### src/rtl/j1_ram_loader_if.sv
// Bus bundle for j1_ram_loader: UART-style byte stream, J1 data-write bus and RAM write port.
// master = environment side (byte source, J1 core, RAM), slave = the loader.
interface j1_ram_loader_if #(
  parameter int ADDR_W = 13
);
  logic              rx_valid;
  logic [7:0]        rx_data;
  logic              rx_ready;
  logic              cpu_mem_wr;
  logic [15:0]       cpu_mem_addr;
  logic [31:0]       cpu_dout;
  logic              ram_wr;
  logic [ADDR_W-1:0] ram_addr;
  logic [31:0]       ram_wdata;

  modport master (
    output rx_valid, rx_data, cpu_mem_wr, cpu_mem_addr, cpu_dout,
    input  rx_ready, ram_wr, ram_addr, ram_wdata
  );

  modport slave (
    input  rx_valid, rx_data, cpu_mem_wr, cpu_mem_addr, cpu_dout,
    output rx_ready, ram_wr, ram_addr, ram_wdata
  );
endinterface

### src/rtl/j1_ram_loader.sv
// Boot loader/arbiter for the J1 code RAM: streams N words into RAM from address 0, then releases the CPU.
// Define J1_LOADER_CHECKSUM_EN to require a trailing XOR byte (CSUM state) after the payload.
module j1_ram_loader #(
  parameter int ADDR_W    = 13,
  parameter int MAX_WORDS = 8192
) (
  input  logic           clk_i,
  input  logic           reset_i,
  input  logic           load_req_i,
  j1_ram_loader_if.slave bus,
  output logic           cpu_reset_o,
  output logic           loading_o,
  output logic           err_o,
  output logic [13:0]    words_loaded_o
);

  typedef enum logic [2:0] {
    HDR_LO = 3'd0,
    HDR_HI = 3'd1,
    DATA   = 3'd2,
`ifdef J1_LOADER_CHECKSUM_EN
    CSUM   = 3'd3,
`endif
    RUN    = 3'd4,
    ERR    = 3'd5
  } state_e;

  state_e      state_q, state_d;
  logic [1:0]  byte_cnt_q;
  logic [23:0] shift_q;
  logic        wr_pend_q;
  logic [31:0] wr_data_q;
  logic [13:0] words_q;
  logic [7:0]  n_lo_q;
  logic [13:0] n_q;
  logic        cpu_reset_q;
`ifdef J1_LOADER_CHECKSUM_EN
  logic [7:0]  csum_q;
  logic        csum_ok_s;
`endif

  logic        run_s;
  logic        rx_ready_s;
  logic        acc_s;
  logic [15:0] n_hdr_s;
  logic        last_wr_s;
  logic        data_byte_s;
  logic        unused_s;

  assign run_s       = (state_q == RUN);
  assign rx_ready_s  = ~run_s;
  assign acc_s       = bus.rx_valid & rx_ready_s;
  assign n_hdr_s     = {bus.rx_data, n_lo_q};
  // The cycle issuing the final word's write ends DATA; a byte arriving in it is not payload.
  assign last_wr_s   = (state_q == DATA) & wr_pend_q & ((words_q + 14'd1) == n_q);
  assign data_byte_s = acc_s & (state_q == DATA) & ~last_wr_s & ~load_req_i;
`ifdef J1_LOADER_CHECKSUM_EN
  assign csum_ok_s   = (bus.rx_data == csum_q);
`endif
  assign unused_s    = ^{bus.cpu_mem_addr[15], bus.cpu_mem_addr[1:0]};

  // Next-state logic; load_req overrides any accepted byte
  always_comb begin
    state_d = state_q;
    if (load_req_i) begin
      state_d = HDR_LO;
    end else begin
      case (state_q)
        HDR_LO: begin
          if (acc_s) state_d = HDR_HI;
          else       state_d = state_q;
        end
        HDR_HI: begin
          if (!acc_s) begin
            state_d = state_q;
          end else if (n_hdr_s == 16'd0) begin
`ifdef J1_LOADER_CHECKSUM_EN
            state_d = CSUM;
`else
            state_d = RUN;
`endif
          end else if (32'(n_hdr_s) > MAX_WORDS) begin
            state_d = ERR;
          end else begin
            state_d = DATA;
          end
        end
        DATA: begin
          if (last_wr_s) begin
`ifdef J1_LOADER_CHECKSUM_EN
            if (acc_s) state_d = csum_ok_s ? RUN : ERR;
            else       state_d = CSUM;
`else
            state_d = RUN;
`endif
          end else begin
            state_d = state_q;
          end
        end
`ifdef J1_LOADER_CHECKSUM_EN
        CSUM: begin
          if (acc_s) state_d = csum_ok_s ? RUN : ERR;
          else       state_d = state_q;
        end
`endif
        RUN:     state_d = state_q;
        ERR:     state_d = state_q;
        default: state_d = HDR_LO;
      endcase
    end
  end

  // State register
  always_ff @(posedge clk_i) begin
    if (reset_i) state_q <= HDR_LO;
    else         state_q <= state_d;
  end

  // Header capture, word assembly, write pipeline and word counter
  always_ff @(posedge clk_i) begin
    if (reset_i) begin
      byte_cnt_q  <= 2'd0;
      shift_q     <= 24'd0;
      wr_pend_q   <= 1'b0;
      wr_data_q   <= 32'd0;
      words_q     <= 14'd0;
      n_lo_q      <= 8'd0;
      n_q         <= 14'd0;
      cpu_reset_q <= 1'b1;
    end else begin
      wr_pend_q   <= data_byte_s & (byte_cnt_q == 2'd3);
      cpu_reset_q <= ~(run_s & ~load_req_i);
      if (data_byte_s) begin
        shift_q <= {bus.rx_data, shift_q[23:8]};
        if (byte_cnt_q == 2'd3) wr_data_q <= {bus.rx_data, shift_q};
      end
      if (load_req_i)       byte_cnt_q <= 2'd0;
      else if (data_byte_s) byte_cnt_q <= byte_cnt_q + 2'd1;
      if (load_req_i)     words_q <= 14'd0;
      else if (wr_pend_q) words_q <= words_q + 14'd1;
      if (acc_s && !load_req_i && state_q == HDR_LO) n_lo_q <= bus.rx_data;
      if (acc_s && !load_req_i && state_q == HDR_HI) n_q <= n_hdr_s[13:0];
    end
  end

`ifdef J1_LOADER_CHECKSUM_EN
  // Running XOR of payload bytes
  always_ff @(posedge clk_i) begin
    if (reset_i || load_req_i) csum_q <= 8'd0;
    else if (data_byte_s)      csum_q <= csum_q ^ bus.rx_data;
  end
`endif

  assign bus.rx_ready   = rx_ready_s;
  assign bus.ram_wr     = run_s ? bus.cpu_mem_wr : wr_pend_q;
  assign bus.ram_addr   = run_s ? bus.cpu_mem_addr[ADDR_W+1:2] : words_q[ADDR_W-1:0];
  assign bus.ram_wdata  = run_s ? bus.cpu_dout : wr_data_q;
  assign cpu_reset_o    = cpu_reset_q;
  assign loading_o      = (state_q == HDR_LO) | (state_q == HDR_HI) | (state_q == DATA)
`ifdef J1_LOADER_CHECKSUM_EN
                        | (state_q == CSUM)
`endif
                        ;
  assign err_o          = (state_q == ERR);
  assign words_loaded_o = words_q;

endmodule

### src/flat_wrapper.sv
// flat-port wrapper written by rule: the top's interface ports become plain ports
module j1_ram_loader_flat 
#(
  parameter int ADDR_W    = 13,
  parameter int MAX_WORDS = 8192
)
  (clk_i, reset_i, load_req_i, cpu_reset_o, loading_o, err_o, words_loaded_o, bus_rx_valid, bus_rx_data, bus_cpu_mem_wr, bus_cpu_mem_addr, bus_cpu_dout, bus_rx_ready, bus_ram_wr, bus_ram_addr, bus_ram_wdata);
  j1_ram_loader_if #(.ADDR_W(ADDR_W)) bus_i ();
  input  logic clk_i;
  input  logic reset_i;
  input  logic load_req_i;
  output logic cpu_reset_o;
  output logic loading_o;
  output logic err_o;
  output logic [13:0] words_loaded_o;
  input wire logic [$bits(bus_i.rx_valid)-1:0] bus_rx_valid;
  input wire logic [$bits(bus_i.rx_data)-1:0] bus_rx_data;
  input wire logic [$bits(bus_i.cpu_mem_wr)-1:0] bus_cpu_mem_wr;
  input wire logic [$bits(bus_i.cpu_mem_addr)-1:0] bus_cpu_mem_addr;
  input wire logic [$bits(bus_i.cpu_dout)-1:0] bus_cpu_dout;
  output wire logic [$bits(bus_i.rx_ready)-1:0] bus_rx_ready;
  output wire logic [$bits(bus_i.ram_wr)-1:0] bus_ram_wr;
  output wire logic [$bits(bus_i.ram_addr)-1:0] bus_ram_addr;
  output wire logic [$bits(bus_i.ram_wdata)-1:0] bus_ram_wdata;
  assign bus_i.rx_valid = bus_rx_valid;
  assign bus_i.rx_data = bus_rx_data;
  assign bus_i.cpu_mem_wr = bus_cpu_mem_wr;
  assign bus_i.cpu_mem_addr = bus_cpu_mem_addr;
  assign bus_i.cpu_dout = bus_cpu_dout;
  assign bus_rx_ready = bus_i.rx_ready;
  assign bus_ram_wr = bus_i.ram_wr;
  assign bus_ram_addr = bus_i.ram_addr;
  assign bus_ram_wdata = bus_i.ram_wdata;
  j1_ram_loader #(.ADDR_W(ADDR_W), .MAX_WORDS(MAX_WORDS)) u_core (.clk_i(clk_i), .reset_i(reset_i), .load_req_i(load_req_i), .bus(bus_i), .cpu_reset_o(cpu_reset_o), .loading_o(loading_o), .err_o(err_o), .words_loaded_o(words_loaded_o));
endmodule
### config.mk
export PLATFORM = sky130hd
export DESIGN_NAME = j1_ram_loader_flat
export DESIGN_NICKNAME = d
export VERILOG_FILES = /design/src/rtl/j1_ram_loader_if.sv /design/src/rtl/j1_ram_loader.sv /design/src/flat_wrapper.sv
export SDC_FILE = /design/constraint.sdc
export NUM_CORES = 1
export LEC_CHECK = 0
export ABC_AREA = 1
export BUFFER_PORTS_ARGS = -buffer_cell sky130_fd_sc_hd__buf_2
export CELL_PAD_IN_SITES_DETAIL_PLACEMENT = 2
export CELL_PAD_IN_SITES_GLOBAL_PLACEMENT = 2
export CORE_AREA = 3 3 134 136
export DETAILED_ROUTE_END_ITERATION = 10
export DIE_AREA = 0 0 137 139
export PLACE_DENSITY_LB_ADDON = 0.1
export SLEW_MARGIN = 20
export SYNTH_ARGS = -nofsm -noshare
export SYNTH_HDL_FRONTEND = slang
export SYNTH_SLANG_ARGS = --single-unit
### constraint.sdc
create_clock -name clk_i -period 2.97 [get_ports clk_i]
set_input_delay 0.594 -clock clk_i [delete_from_list [all_inputs] [get_ports clk_i]]
set_output_delay 0.594 -clock clk_i [all_outputs]
set_load 0.01 [all_outputs]
# Yosys cells after proc, flatten, opt, wreduce, memory -nomap -nowiden
# Index checks and enable logic that the tools add are counted.
dict set report totals {
  regBits 99
  inputBits 61
  elab_cells 55
}
dict set report op_classes {
  n_addsub 2
  order_cmp 1
  n_eq_ne 9
  n_mux 9
  n_bitwise 15
  n_reduce_logical 10
}
# operator n
set ops {}
lappend ops {{32-bit 2-to-1 mux} 1}
lappend ops {{16-bit by 14-bit greater-than comparator with 1-bit output, second input constant} 1}
lappend ops {{16-bit zero test} 1}
lappend ops {{3-bit 2-to-1 mux} 5}
lappend ops {{14-bit by 1-bit adder with 14-bit output, second input constant} 1}
lappend ops {{14-bit == test} 1}
lappend ops {{13-bit 2-to-1 mux} 1}
lappend ops {{3-bit case mux with 4 select lines} 1}
lappend ops {{1-bit AND} 8}
lappend ops {{3-bit == test, second input constant} 2}
lappend ops {{2-bit by 1-bit != test with 1-bit output, second input constant} 3}
lappend ops {{1-bit NOT} 5}
lappend ops {{4-bit AND reduction} 1}
lappend ops {{2-bit OR reduction} 2}
lappend ops {{3-bit by 1-bit == test with 1-bit output, second input constant} 1}
lappend ops {{3-bit by 2-bit == test with 1-bit output, second input constant} 1}
lappend ops {{1-bit logical AND} 3}
lappend ops {{3-bit zero test} 1}
lappend ops {{2-bit by 1-bit adder with 2-bit output, second input constant} 1}
lappend ops {{2-bit == test, second input constant} 1}
lappend ops {{1-bit OR} 2}
lappend ops {{2-bit AND reduction} 1}
lappend ops {{1-bit zero test} 1}
lappend ops {{1-bit 2-to-1 mux} 1}

# Depth between registers and ports, before layout
# Gate-level depths: netlist of the first run.
dict set report depth {
  depth_word 7
  mapped_depth 17
}

# Least setup slack after synthesis of the first run
# No wires, ideal clock.
dict set report synth_path {
  path_kind {flip-flop to output port}
  startpoint {register u_core.state_q[2]}
  endpoint {output port bus_ram_addr[1]}
  t_arrival_ps 1484
  required_time_ps 2376
  path_slack_ps 892
  path_stages_with_launch 8
  path_buffers 3
  path_cell_list {dfxtp_1 -> buf_2 -> inv_1 -> nor2_1 -> clkbuf_1 -> buf_1 -> nand2_1 -> nand2_1}
}
dict set report synth_between {
  elab_chain_cells 2
}
# item line_no
set synth_lines {}
lappend synth_lines {{start, declared} j1_ram_loader.sv:28} ;# state_e state_q, state_d;
lappend synth_lines {{start signal, assigned} j1_ram_loader.sv:116} ;# else state_q <= state_d;
lappend synth_lines {{3-bit == test} j1_ram_loader.sv:50} ;# assign run_s = (state_q == RUN);
lappend synth_lines {{13-bit 2-to-1 mux} j1_ram_loader.sv:156} ;# assign bus.ram_addr = run_s ? bus.cpu_mem_addr[ADDR_W+1:2] : words_q[ADDR_W-1:0];
lappend synth_lines {{end, declared} flat_wrapper.sv:23} ;# output wire logic [$bits(bus_i.ram_addr)-1:0] bus_ram_addr;
# No other way between the ends.

# Worst setup path in the final report of the first run
dict set report layout_path {
  startpoint {register u_core.state_q[2]}
  endpoint {output port bus_ram_wdata[15]}
}
dict set report layout_between {
  elab_chain_cells 2
}
# item line_no
set layout_lines {}
lappend layout_lines {{3-bit == test} j1_ram_loader.sv:50}
lappend layout_lines {{32-bit 2-to-1 mux} j1_ram_loader.sv:157} ;# assign bus.ram_wdata = run_s ? bus.cpu_dout : wr_data_q;
lappend layout_lines {{end, declared} flat_wrapper.sv:24} ;# output wire logic [$bits(bus_i.ram_wdata)-1:0] bus_ram_wdata;
# No other way between the ends.

==> results of run 1 <==
-- state kept, by name (all words and copies together), names as in the netlist --
signal	count
u_core.shift_q	24
u_core.n_lo_q	8
u_core.cpu_reset_o	1
u_core.state_q	3
u_core.wr_pend_q	1
u_core.wr_data_q	32
u_core.words_loaded_o	14
u_core.n_q	14
u_core.byte_cnt_q	2
-- Yosys cell counts, types with 2 or more instances --
library cell,count
sky130_fd_sc_hd__nor3_1,3
sky130_fd_sc_hd__ha_1,2
sky130_fd_sc_hd__nand4_1,37
sky130_fd_sc_hd__buf_1,7
sky130_fd_sc_hd__nand2_2,5
sky130_fd_sc_hd__a21oi_1,38
sky130_fd_sc_hd__nor2_4,4
sky130_fd_sc_hd__clkbuf_1,21
sky130_fd_sc_hd__o21ai_0,67
sky130_fd_sc_hd__nor2_1,95
sky130_fd_sc_hd__nand2_1,209
sky130_fd_sc_hd__inv_1,77
sky130_fd_sc_hd__o21ai_1,19
sky130_fd_sc_hd__nand3b_1,5
sky130_fd_sc_hd__buf_6,10
sky130_fd_sc_hd__dfxtp_1,99
sky130_fd_sc_hd__nor2_2,5
sky130_fd_sc_hd__nand3_1,48
sky130_fd_sc_hd__nand2_4,2
sky130_fd_sc_hd__buf_2,4
-- power groups by stage --
stage	Combinational, uW	Clock (uW)	Sequential, uW
2_1_floorplan	110	0	1380
3_3_place_gp	199	0	1380
3_5_place_dp	206	0	1380
4_1_cts	207	1350	1350
5_1_grt	232	1400	1350
6_report	204	1310	1350
-- area by class of cell --
type	instances	share of cell area (%)
clock buffers	10	3.90
clock inverters	6	1.41
inverters	79	4.84
multi-input cells	547	41.1
flip-flops and latches	99	32.3
well taps	225	4.59
repair buffers	133	11.8
-- worst max-delay path, stage by stage (launching register included) --
cell and delay (ns):
sky130_fd_sc_hd__dfxtp_1 0.46, sky130_fd_sc_hd__inv_1 0.13, sky130_fd_sc_hd__nor2_4 0.16, sky130_fd_sc_hd__buf_4 0.30, sky130_fd_sc_hd__clkinv_1 0.10, sky130_fd_sc_hd__buf_4 0.23
sky130_fd_sc_hd__nand2_1 0.10, sky130_fd_sc_hd__nand2_1 0.05, sky130_fd_sc_hd__buf_2 0.13
-- routing by layer --
metal	global-route usage (%)	up-vias	share of wire, %
met5	0	-	0
met4	3.94	0	0.96
met3	2.94	11	4.4
met2	28.5	113	45
met1	24.5	2492	50
li1	-	2669	-
-- kinds of logic after synthesis --
logic type / synth area share (%)
and+or+nand+nor: 36.5
xor gates and xnor gates: 0.174
DFF: 39.4
adders and majority gates: 0.497
AOI/OAI and AO/OA: 12.8
buffers and inverters: 10.6
-- final timing paths --
| kind | start | slack [ns] | depth (start not counted) | endpoint |
|---|---|---|---|---|
| setup / recovery | u_core.state_q[2]$_SDFFE_PP0P_ | 0.36 | 8 | bus_ram_wdata[15] |
| hold / removal | reset_i | 0.44 | 2 | u_core.wr_pend_q$_SDFF_PP0_ |
| setup reg to reg | u_core.words_loaded_o[0]$_SDFFE_PP0P_ | 0.44 | 14 | u_core.wr_data_q[30]$_SDFFE_PP0P_ |
| hold reg to reg | u_core.wr_data_q[10]$_SDFFE_PP0P_ | 0.48 | 2 | u_core.wr_data_q[10]$_SDFFE_PP0P_ |
-- per-stage QoR --
stage	hold WS, ns	instances	util, %	setup slack (ns)
global placement	0.463	1082	33.9	0.151
global route	0.439	1099	35.9	0.0855
floorplan	0.444	767	-	0.892
detailed placement	0.473	1082	33.9	0.0717
CTS	0.423	1098	35.8	0.0591
finish	0.438	1099	35.9	0.356
-- layout by cell type, fill, tap and decap left out, types with 2 or more instances in the layout --
cell and count:
sky130_fd_sc_hd__a21oi_1 38, sky130_fd_sc_hd__buf_12 2, sky130_fd_sc_hd__nor3_1 3, sky130_fd_sc_hd__nor2_2 5, sky130_fd_sc_hd__nand2_4 2, sky130_fd_sc_hd__dfxtp_1 99, sky130_fd_sc_hd__inv_1 76, sky130_fd_sc_hd__buf_2 121
sky130_fd_sc_hd__nor2_1 94, sky130_fd_sc_hd__nand2_1 209, sky130_fd_sc_hd__nor2_4 5, sky130_fd_sc_hd__nand4_1 37, sky130_fd_sc_hd__nand3b_1 5, sky130_fd_sc_hd__o21ai_0 67, sky130_fd_sc_hd__bufinv_16 2, sky130_fd_sc_hd__buf_4 10
sky130_fd_sc_hd__ha_1 2, sky130_fd_sc_hd__clkbuf_16 9, sky130_fd_sc_hd__nand3_1 48, sky130_fd_sc_hd__nand2_2 5, sky130_fd_sc_hd__clkinv_2 2, sky130_fd_sc_hd__o21ai_1 19, sky130_fd_sc_hd__inv_2 2
==> results summary, run 1 <==
The quantity of hold-fixing buffers added after cts came out at 0. Clock tree synthesis inserted a total of 9 buffers. Counting flops with a built-in enable in the synthesized netlist gives 0. The headroom to the max-slew limit came out at 51.9%.

The via count of the routed design is 5,285. The internal power is 2180 uW. Setup repair after global routing left no endpoint under its margin. The register area is 1980 sq um. The number of vias per cell after detailed routing came out at 4.81. The number of I/O port buffers came out at 121. STA puts the critical path data required time at 2.38 ns.

The die area is 19,000 sq um. The first global-routing pass estimated 27.7 mm of wire. The clock network latency to the later pin of the worst-skew pair came out at 0.35 ns. Synthesis inferred 99 register bits. The via count of the first global-routing pass is 5,509. The area of the core region is 17,100 sq um. The number of max-capacitance violations reported came out at 0.

The total count of max-transition violations in the final report came out at 0. The effective utilization at floorplan is 29.5%. The kind of capture point of the worst setup path is an output port. The async set-reset flop share out of synthesis came out at 0%.

The flow ran to the end, and the final reports show no timing, DRC or antenna violations. The kind of critical path is flop to output port. The post-synthesis net count came out at 830. The count of cell types in the netlist came out at 30. Between clock sinks in the finished design, the worst skew comes to 0.0145 ns.

The floorplan has 48 rows. The final estimated routing congestion in global placement is 0.781. The x dimension of the die is 137 um.

Combinational logic is responsible for 7.1% of the overall power. The post-CTS setup repair buffer count came out at 0. The design area is 6130 sq um. The number of gates given a new drive strength after cts is 0. The total cell area at the placement stage came out at 5780 sq um.

Global routing finished with a remaining overflow of 0. After layout, the worst path uses 88.0% of the clock period. The switching power summed over all nets came out at 684 uW. The violation count after the first detailed-routing iteration is 179. The proportion of netlist area held by the largest area contributor is 39.4%. The multi-input logic area came out at 2520 sq um. IR analysis of the VDD net gives a maximum drop of 305 uV. For this design the ratio of total power to cell area is 467 nW/um^2. The design draws 2860 uW. The portion of total power attributed to sequential cells came out at 47.2%. The area added between synthesis and finish is 21.8%. In this run the remaining antenna-violating nets after routing total 0. The number of top-level pins came out at 125. The yosys synthesis warning count is 0.

The number of endpoints failing setup at the final stage came out at 0. The antenna diode count is 0. TritonCTS built the clock tree. The number of hold violations in the final report was 0. Synthesis produced 767 cells.

After synthesis the cells add up to 5030 sq um. The count of nets after finishing is 932. The tree is rooted in a sky130_fd_sc_hd__clkbuf_16. The total DRC errors in the routed layout is 0. The arrival time at the worst endpoint came out at 2.02 ns.

The final critical delay including setup and external delays came out at 2.61 ns. Sorting the synthesized cells by area gives the leading types as sky130_fd_sc_hd__dfxtp_1 (39%), sky130_fd_sc_hd__nand2_1 (16%), sky130_fd_sc_hd__nor2_1 (7.1%), sky130_fd_sc_hd__o21ai_0 (6.7%), sky130_fd_sc_hd__inv_1 (5.7%). Of the cells placed in the final design, the portion with a size suffix greater than 1 is 19.7%. The clock slew seen by the registers of the worst setup and hold paths is 0.08 ns. The slew at the pin closest to its max-slew limit came out at 0.719 ns. The critical-path maximum fanout came out at 27. Wires add up to 16.7 mm. The sequential-to-total area share from yosys stat is 39.4%. Adding up every negative setup slack in the final design gives 0 ns. The static leakage power came out at 0.00286 uW. The dominant cell type by area after synthesis is sky130_fd_sc_hd__dfxtp_1. The clock drives 99 sinks. The pin count of the biggest net entering global routing is 52. The total global-route track usage is 17.6%. In this run the worst hold path is classified as input pin to flop. The number of antenna violations at the first check in global routing came out at 0. The floorplan die height came out at 139 um. The H-tree depth reported by CTS came out at 3. The detailed placer's ending HPWL came out at 12.7 mm. Timing would allow up to 0.383 GHz. The worst setup path is launched from a flop.

Among all flip-flop cells after synthesis, the most frequent one is sky130_fd_sc_hd__dfxtp_1. The deepest clock path buffer count came out at 2. The net switching fraction of the power came out at 23.9%. The number of detailed-routing iterations run before antenna repair is 4. A synthesized cell averages 6.56 sq um.

The clock network accounts for 45.7% of the total power. The number of fill cells in the layout is 2,154. In the final routed layout, each cell accounts on average for 15.2 um.
No activity file was read; power rests on OpenSTA's default activity.
==> inputs of run 2 (changes only) <==
BUFFER_PORTS_ARGS = -buffer_cell sky130_fd_sc_hd__buf_4   (was -buffer_cell sky130_fd_sc_hd__buf_2)
CORE_AREA = 3 3 146 148   (was 3 3 134 136)
DIE_AREA = 0 0 149 151   (was 0 0 137 139)
SKIP_CTS_REPAIR_TIMING = 1   (was unset)
clock period = 2.3 ns   (was 2.97 ns; I/O delays follow)
==> results summary, run 2 (synthesis gave the netlist of run 1 again) <==
The flow ran to the end, but the final reports show violations. The final reports fail on negative setup slack. For this configuration, the core starts out at a cell density of 24.9%. The area of the core region came out at 20,200 sq um. The switching power summed over all nets came out at 953 uW. The number of antenna violations at the first check in global routing is 0. Derived from the worst setup path, the maximum achievable clock frequency is 0.404 GHz. The pin count of the biggest net entering global routing came out at 52. In this run the register-to-register setup slack is -0.18 ns. Measured on the finished design, the core utilization comes to 37.4%. The critical path buffer and inverter count came out at 5. The largest delay contributor family on the critical path is simple AND/OR/NAND/NOR gates. IR analysis of the VDD net gives a maximum drop of 349 uV.

The worst min-delay path endpoint is u_core.wr_pend_q$_SDFF_PP0_. STA classifies the critical path endpoint as a flop. The number of top-level pins came out at 125. The top cell types in the final layout, fill and taps aside, are sky130_fd_sc_hd__nand2_1 (199), sky130_fd_sc_hd__buf_4 (171), sky130_fd_sc_hd__dfxtp_1 (95). The number of detailed-routing iterations run before antenna repair came out at 4. The count of nets after finishing is 997. CTS built an H-tree with a depth of 3. The worst setup margin came out at -0.175 ns.

In this run the static leakage power is 0.00338 uW. The number of hold violations in the final report is 0. Wires add up to 20.6 mm. In this run switching power makes up 25.8% of total power.

The number of I/O port buffers is 121. Among all stages on the critical path, the largest delay is contributed by sky130_fd_sc_hd__dfxtp_4. Once detail routing completed, the nets flagged for antenna violations numbered 0.

Counting flops per register, the top entry is u_core.wr_data_q. The TritonCTS clock tree is built. Measured against its own limit, the worst slew margin works out to 51.5%. The critical-path maximum fanout is 5. The worst hold path was traced through 2 stages. In this run the worst setup path begins at u_core.words_loaded_o[0]$_SDFFE_PP0P_. For the pin with the worst max-slew slack, the measured transition is 0.728 ns.

The overall power is 3690 uW. The x dimension of the die is 149 um. The final-layout setup total negative slack came out at -5.54 ns. The antenna diode count came out at 0.

The startpoint identified for the worst register-to-register timing path is u_core.words_loaded_o[0]$_SDFFE_PP0P_. The number of vias per cell after detailed routing came out at 4.72. The total count of max-transition violations in the final report came out at 0. The via count of the routed design is 5,710. The critical path goes through buf_6 -> clkinvlp_4 -> nor2_4 -> buf_6 -> nand2_4 -> nand2_2 -> nand2_1 -> nand2_1 -> nand2_1 -> nor2_2 -> nand4_1 -> buf_4 -> o21bai_4 -> buf_6 -> nand3_2 -> nand2_1 -> nor2_1. Clock-pin slew was measured on the worst setup and hold paths at 0.07 ns.

Of the total power, combinational logic draws 9.3%. Counting stages on the worst path, the most repeated cell is sky130_fd_sc_hd__nand2_1. The delay of the slowest cell on the worst path is 0.37 ns. The wire length per cell came out at 17.0 um. The startpoint of the worst hold path is reset_i.

The critical path is of the flop to flop type. The tool flagged a number of max-cap violations equal to 0. The number of sinks on the clock net is 99.

The total DRC errors in the routed layout came out at 0. The global-route wire length before repair is 29.4 mm. The total grt overflow came out at 0.

The floorplan die height is 151 um. The clock passes through at most 2 buffers. The detailed router finished its first iteration with 189 violations. The critical path required time is 2.54 ns. The via count of the first global-routing pass is 5,739. Compared with the post-synthesis result, the final layout area differs by 49.8%. The portion of total power attributed to the clock network came out at 43.5%. In the final layout, the registers with the most flip-flops are u_core.wr_data_q x32, u_core.shift_q x24.

The portion of total power attributed to sequential cells is 47.2%. The worst setup path is launched from a flop. The arrival time at the worst endpoint came out at 2.72 ns. The tree is rooted in a sky130_fd_sc_hd__clkbuf_16.

The ratio of total power to cell area is 490 nW/um^2. The final estimated routing congestion in global placement is 0.757. After routing the design area is 7530 sq um. The register with the most flip-flops in the layout has 32 of them. For the worst flop-to-flop path, the logic depth is 17. The total global-route track usage is 16.2%. Row generation in the floorplan step produced 52 rows. The worst-case hold slack came out at 0.283 ns. The reg-to-reg critical path endpoint is u_core.state_q[2]$_SDFFE_PP0P_. The detailed placer's ending HPWL is 13.9 mm. The ratio of final minimum period to clock period is 108%. After layout, the minimum clock period comes to 2.48 ns. Of the cells placed in the final design, the portion with a size suffix greater than 1 is 32.9%. After filler insertion, the fill cell instance count of the layout stands at 2,351. The critical path runs through a total of 17 cells. The class of the tightest hold or removal check is input pin to flop. Leaving out fill and tap cells, the most frequent cell in the layout is sky130_fd_sc_hd__nand2_1. The die covers 22,500 sq um. Setup repair after global routing could not meet its margin everywhere. Between clock sinks in the finished design, the worst skew comes to 0.0141 ns. The total cell area at the placement stage came out at 6500 sq um. The number of clock buffers inserted by TritonCTS is 9. The number of endpoints failing setup at the final stage is 62. The later pin in the worst-skew pair is clocked with a latency of 0.36 ns. The internal power came out at 2740 uW.
run 2: cell types whose count changed in the layout (fill, tap and decap cells not counted), moves of 6 or more:
| cell | delta |
|---|---|
| sky130_fd_sc_hd__buf_4 | +161 |
| sky130_fd_sc_hd__buf_2 | -121 |
| sky130_fd_sc_hd__nor2_1 | -26 |
| sky130_fd_sc_hd__nor2_4 | +21 |
| sky130_fd_sc_hd__o21ai_2 | +18 |
| sky130_fd_sc_hd__buf_6 | +11 |
| sky130_fd_sc_hd__o21ai_1 | -11 |
| sky130_fd_sc_hd__nand2_1 | -10 |
| sky130_fd_sc_hd__nand2_2 | +7 |
| sky130_fd_sc_hd__nor2_2 | +7 |
| sky130_fd_sc_hd__o21ai_0 | -7 |
| sky130_fd_sc_hd__nand3_1 | -6 |
run 2: layer usage:
metal  wire length (um)  vias to the layer above  track usage (%)
met5                  0                        -                0
met4                198                        0             4.30
met3                760                       11             3.14
met2               9760                      115             26.6
met1               9850                     2758             21.8
li1                   -                     2826                -
run 2: power by group through the flow:
stage,clock [uW],combinational (uW),sequential [uW]
2_1_floorplan,0,142,1780
4_1_cts,1640,323,1740
5_1_grt,1720,381,1740
3_3_place_gp,0,311,1780
3_5_place_dp,0,321,1780
6_report,1600,344,1740
run 2: layout make-up:
class                   instances  area, sq um  area share, %
multi-input cells             552         2950           39.2
flip-flops and latches         99         1990           26.4
repair buffers                193         1650           21.9
well taps                     270          338           4.48
inverters                      79          305           4.05
clock buffers                   9          225           2.99
clock inverters                 7         73.8          0.980
run 2: worst max path at each step:
stage,end,slack [ns]
final,u_core.state_q[2]$_SDFFE_PP0P_,-0.18
after floorplan,u_core.shift_q[19]$_SDFFE_PP0P_,0.28
after global placement,u_core.wr_data_q[26]$_SDFFE_PP0P_,-0.29
after CTS,u_core.wr_data_q[12]$_SDFFE_PP0P_,-0.55
after detailed placement,u_core.wr_data_q[14]$_SDFFE_PP0P_,-0.49
after global routing,u_core.state_q[2]$_SDFFE_PP0P_,-0.36
run 2: per-stage QoR:
| step | setup WS, ns | std cells |
|---|---|---|
| floorplan | 0.279 | 767 |
| global placement | -0.295 | 1171 |
| detailed placement | -0.492 | 1171 |
| CTS | -0.545 | 1187 |
| global route | -0.361 | 1209 |
| finish | -0.175 | 1209 |
run 2: worst reg2reg max path, delay by kind of cell (launching register included):
kind	cells	cell delay [ns]
buf+inv	5	0.75
simple gates	11	1.10
compound gates	1	0.15
flops	1	0.37
==> inputs of run 3 (changes only) <==
--- a/config.mk
+++ b/config.mk
@@ -8,8 +8,8 @@
 export ABC_AREA = 1
-export BUFFER_PORTS_ARGS = -buffer_cell sky130_fd_sc_hd__buf_4
 export CELL_PAD_IN_SITES_DETAIL_PLACEMENT = 2
 export CELL_PAD_IN_SITES_GLOBAL_PLACEMENT = 2
-export CORE_AREA = 3 3 146 148
+export CORE_AREA = 3 3 134 136
 export DETAILED_ROUTE_END_ITERATION = 10
-export DIE_AREA = 0 0 149 151
+export DIE_AREA = 0 0 137 139
+export DONT_BUFFER_PORTS = 1
 export PLACE_DENSITY_LB_ADDON = 0.1
==> constraint.sdc (replaced) <==
create_clock -name clk_i -period 2.3 [get_ports clk_i]
set_input_delay 0.23 -clock clk_i [delete_from_list [all_inputs] [get_ports clk_i]]
set_output_delay 0.23 -clock clk_i [all_outputs]
set_load 0.01 [all_outputs]
==> results summary, run 3 (synthesis gave the netlist of run 1 again) <==
The maximum clock frequency came out at 0.428 GHz. The startpoint kind of the worst setup timing path is a flop. The number of hold violations in the final report is 0. In the layout the commonest cells are sky130_fd_sc_hd__nand2_1 (197), sky130_fd_sc_hd__dfxtp_1 (95), sky130_fd_sc_hd__nor2_1 (72). The antenna diode count came out at 0.

After filler insertion, the fill cell instance count of the layout stands at 2,003. The critical-path maximum fanout is 20. The area of the core region is 17,100 sq um.

The violation count after the first detailed-routing iteration is 199. The portion of total power attributed to sequential cells came out at 48.2%. Data on the critical path is required at its endpoint by 2.55 ns. The class of the tightest hold or removal check is input pin to flop. The global-route wire length before repair is 28.2 mm. The critical path buffer and inverter count came out at 4. The worst-case IR drop observed on VDD is 322 uV. By startpoint and endpoint, the worst setup path is classified as flop to flop. The first detailed-routing pass ran for 4 iterations.

The x dimension of the die is 137 um. The via count of the first global-routing pass is 5,374. The number of I/O port buffers is 0. In this run the vertical extent of the chip is 139 um. The final estimated routing congestion in global placement is 0.776. Clock latency on the worst-skew pair, taken at its later pin, is 0.36 ns. The tool flagged a number of max-cap violations equal to 0.

Counting the buffers created by CTS gives 9. The finished layout holds 1,037 standard cells, fillers aside. The pin count of the biggest net entering global routing is 74. The number of instances in the placed design is 1,008. The worst-path cell with the longest stage delay is sky130_fd_sc_hd__dfxtp_4.

The number of vias per cell after detailed routing is 4.98. The TritonCTS clock tree is built. The register with the most flip-flops in the final layout is u_core.wr_data_q. The number of antenna violations at the first check in global routing is 0. In the final layout, the registers with the most flip-flops are u_core.wr_data_q x32, u_core.shift_q x24. The static leakage power is 0.00265 uW. The flip-flop count of the largest register, all copies and words added came out at 32. The effective utilization at floorplan came out at 29.5%. The H-tree depth reported by CTS is 3. Broken down by cell family, the worst path's largest delay share belongs to simple AND/OR/NAND/NOR gates. The die area came out at 19,000 sq um.

The initialized floorplan defines 48 standard-cell rows. The wire length on met2 came out at 8.72 mm. The count of nets after finishing is 870. The library cell used most frequently in the layout, excluding fill and tap cells, is sky130_fd_sc_hd__nand2_1. The final critical path takes up 102% of the cycle. After clock tree synthesis, the clock-pin slew on the worst setup and hold paths is 0.07 ns.

The fraction of final layout cells sized beyond drive strength 1 is 20.7%. The total global-route track usage is 18.4%. Traced cell by cell, the critical path runs through buf_6 -> clkinvlp_4 -> buf_4 -> nand2_1 -> nand2_1 -> nor2_1 -> nand2_1 -> nor2_1 -> nand3_1 -> nor2_2 -> nand4_1 -> nor2_2 -> nor2_4 -> buf_12 -> nor2_1 -> nor2_1. Across all setup checks in the final design, the least slack found is -0.0365 ns. The routed design could run at a clock period as short as 2.34 ns.

The area added between synthesis and finish is 25.4%. The total grt overflow is 0. Cell internal power was estimated by the tool at 2690 uW. STA classifies the critical path endpoint as a flop. Data arrives at the worst endpoint at 2.58 ns. In the final routed layout, each cell accounts on average for 17.8 um.

The routed design uses 759 um of met3 wire. The switching power summed over all nets came out at 928 uW. Per report_power, the clock group accounts for 46.0% of the total. The total count of max-transition violations in the final report came out at 0. The detailed placer's ending HPWL came out at 12.9 mm. During I/O placement, the number of pins put on the boundary was 125. In the routed design, unresolved DRC markers number 0.

The cell that appears most often on the critical path is sky130_fd_sc_hd__nor2_1. The headroom to the max-slew limit came out at 63.5%. The total routed wirelength came out at 18.5 mm. The via count of the routed design came out at 5,167. The final setup skew came out at 0.0138 ns. The number of sinks on the clock net came out at 99.

The cell sitting at the root of the clock tree is a sky130_fd_sc_hd__clkbuf_16. The flow ran to the end, but the final reports show violations. The total routed wire length on the met1 layer came out at 8.76 mm. In this design, the stage delay of the slowest critical-path cell is 0.37 ns. The remaining number of nets flagged by the antenna check after routing is 0.

The ratio of total power to cell area is 573 nW/um^2. The final reports fail on negative setup slack. The portion of total power attributed to combinational logic is 5.8%. The clock passes through at most 2 buffers.

In this run switching power makes up 25.7% of total power. On the final layout, the worst hold slack is 0.0195 ns. Setup repair after global routing could not meet its margin everywhere.

For the final routed database, the setup TNS stands at -0.332 ns. Setup violations remaining at the end of the flow were counted as 22. Signal routing reaches up to met4.

The worst setup slack after placement is -0.468 ns. The slew at the pin closest to its max-slew limit came out at 0.547 ns.
run 3: changes by cell type in the layout (fill, tap and decap cells not counted), moves of 9 or more:
cell,delta
sky130_fd_sc_hd__nor2_2,+9
sky130_fd_sc_hd__nor2_4,-15
sky130_fd_sc_hd__o21ai_1,+12
sky130_fd_sc_hd__o21ai_2,-17
sky130_fd_sc_hd__buf_4,-118
run 3: worst paths after layout:
kind / start / endpoint / slack, ns / cells after the start
worst max register to register: u_core.words_loaded_o[0]$_SDFFE_PP0P_ / u_core.byte_cnt_q[0]$_SDFFE_PP0P_ / -0.04 / 16
worst min register to register: u_core.wr_data_q[29]$_SDFFE_PP0P_ / u_core.wr_data_q[29]$_SDFFE_PP0P_ / 0.47 / 2
worst max-delay path: u_core.words_loaded_o[0]$_SDFFE_PP0P_ / u_core.byte_cnt_q[0]$_SDFFE_PP0P_ / -0.04 / 16
worst min-delay path: bus_rx_data[3] / u_core.n_q[11]$_SDFFE_PP0P_ / 0.02 / 2
run 3: stage by stage:
step                      power [uW]  instance area [sq um]  utilization [%]
after floorplan                 1920                   5030                -
after detailed placement        1980                   5540             32.5
final                           3620                   6310             37.0
after global placement          1970                   5540             32.5
after CTS                       3660                   5860             34.3
after global routing            3770                   6310             37.0
run 3: cell type report:
type	count	area, sq um	area share, %
clock buffers	10	239	3.79
clock inverters	6	76.3	1.21
inverters	79	305	4.84
multi-input cells	547	2750	43.6
flip-flops and latches	99	1990	31.5
well taps	225	282	4.46
repair buffers	71	664	10.5
run 3: power groups by stage:
stage          Sequential (uW)  Combinational (uW)  Clock, uW
2_1_floorplan             1780                 142          0
3_3_place_gp              1780                 190          0
3_5_place_dp              1780                 197          0
4_1_cts                   1740                 199       1710
5_1_grt                   1740                 238       1780
6_report                  1740                 209       1670
run 3: worst register-to-register path, stage by stage (launching register included):
cell,delay (ns)
sky130_fd_sc_hd__dfxtp_4,0.37
sky130_fd_sc_hd__buf_6,0.13
sky130_fd_sc_hd__clkinvlp_4,0.14
sky130_fd_sc_hd__buf_4,0.16
sky130_fd_sc_hd__nand2_1,0.05
sky130_fd_sc_hd__nand2_1,0.05
sky130_fd_sc_hd__nor2_1,0.08
sky130_fd_sc_hd__nand2_1,0.07
sky130_fd_sc_hd__nor2_1,0.11
sky130_fd_sc_hd__nand3_1,0.09
sky130_fd_sc_hd__nor2_2,0.14
sky130_fd_sc_hd__nand4_1,0.15
sky130_fd_sc_hd__nor2_2,0.17
sky130_fd_sc_hd__nor2_4,0.12
sky130_fd_sc_hd__buf_12,0.18
sky130_fd_sc_hd__nor2_1,0.13
sky130_fd_sc_hd__nor2_1,0.06
run 3: layer usage:
layer | global-route usage [%] | vias to the layer above
li1 | - | 2551
met1 | 25.0 | 2487
met2 | 29.9 | 112
met5 | 0 | -
met4 | 5.62 | 0
met3 | 3.08 | 17
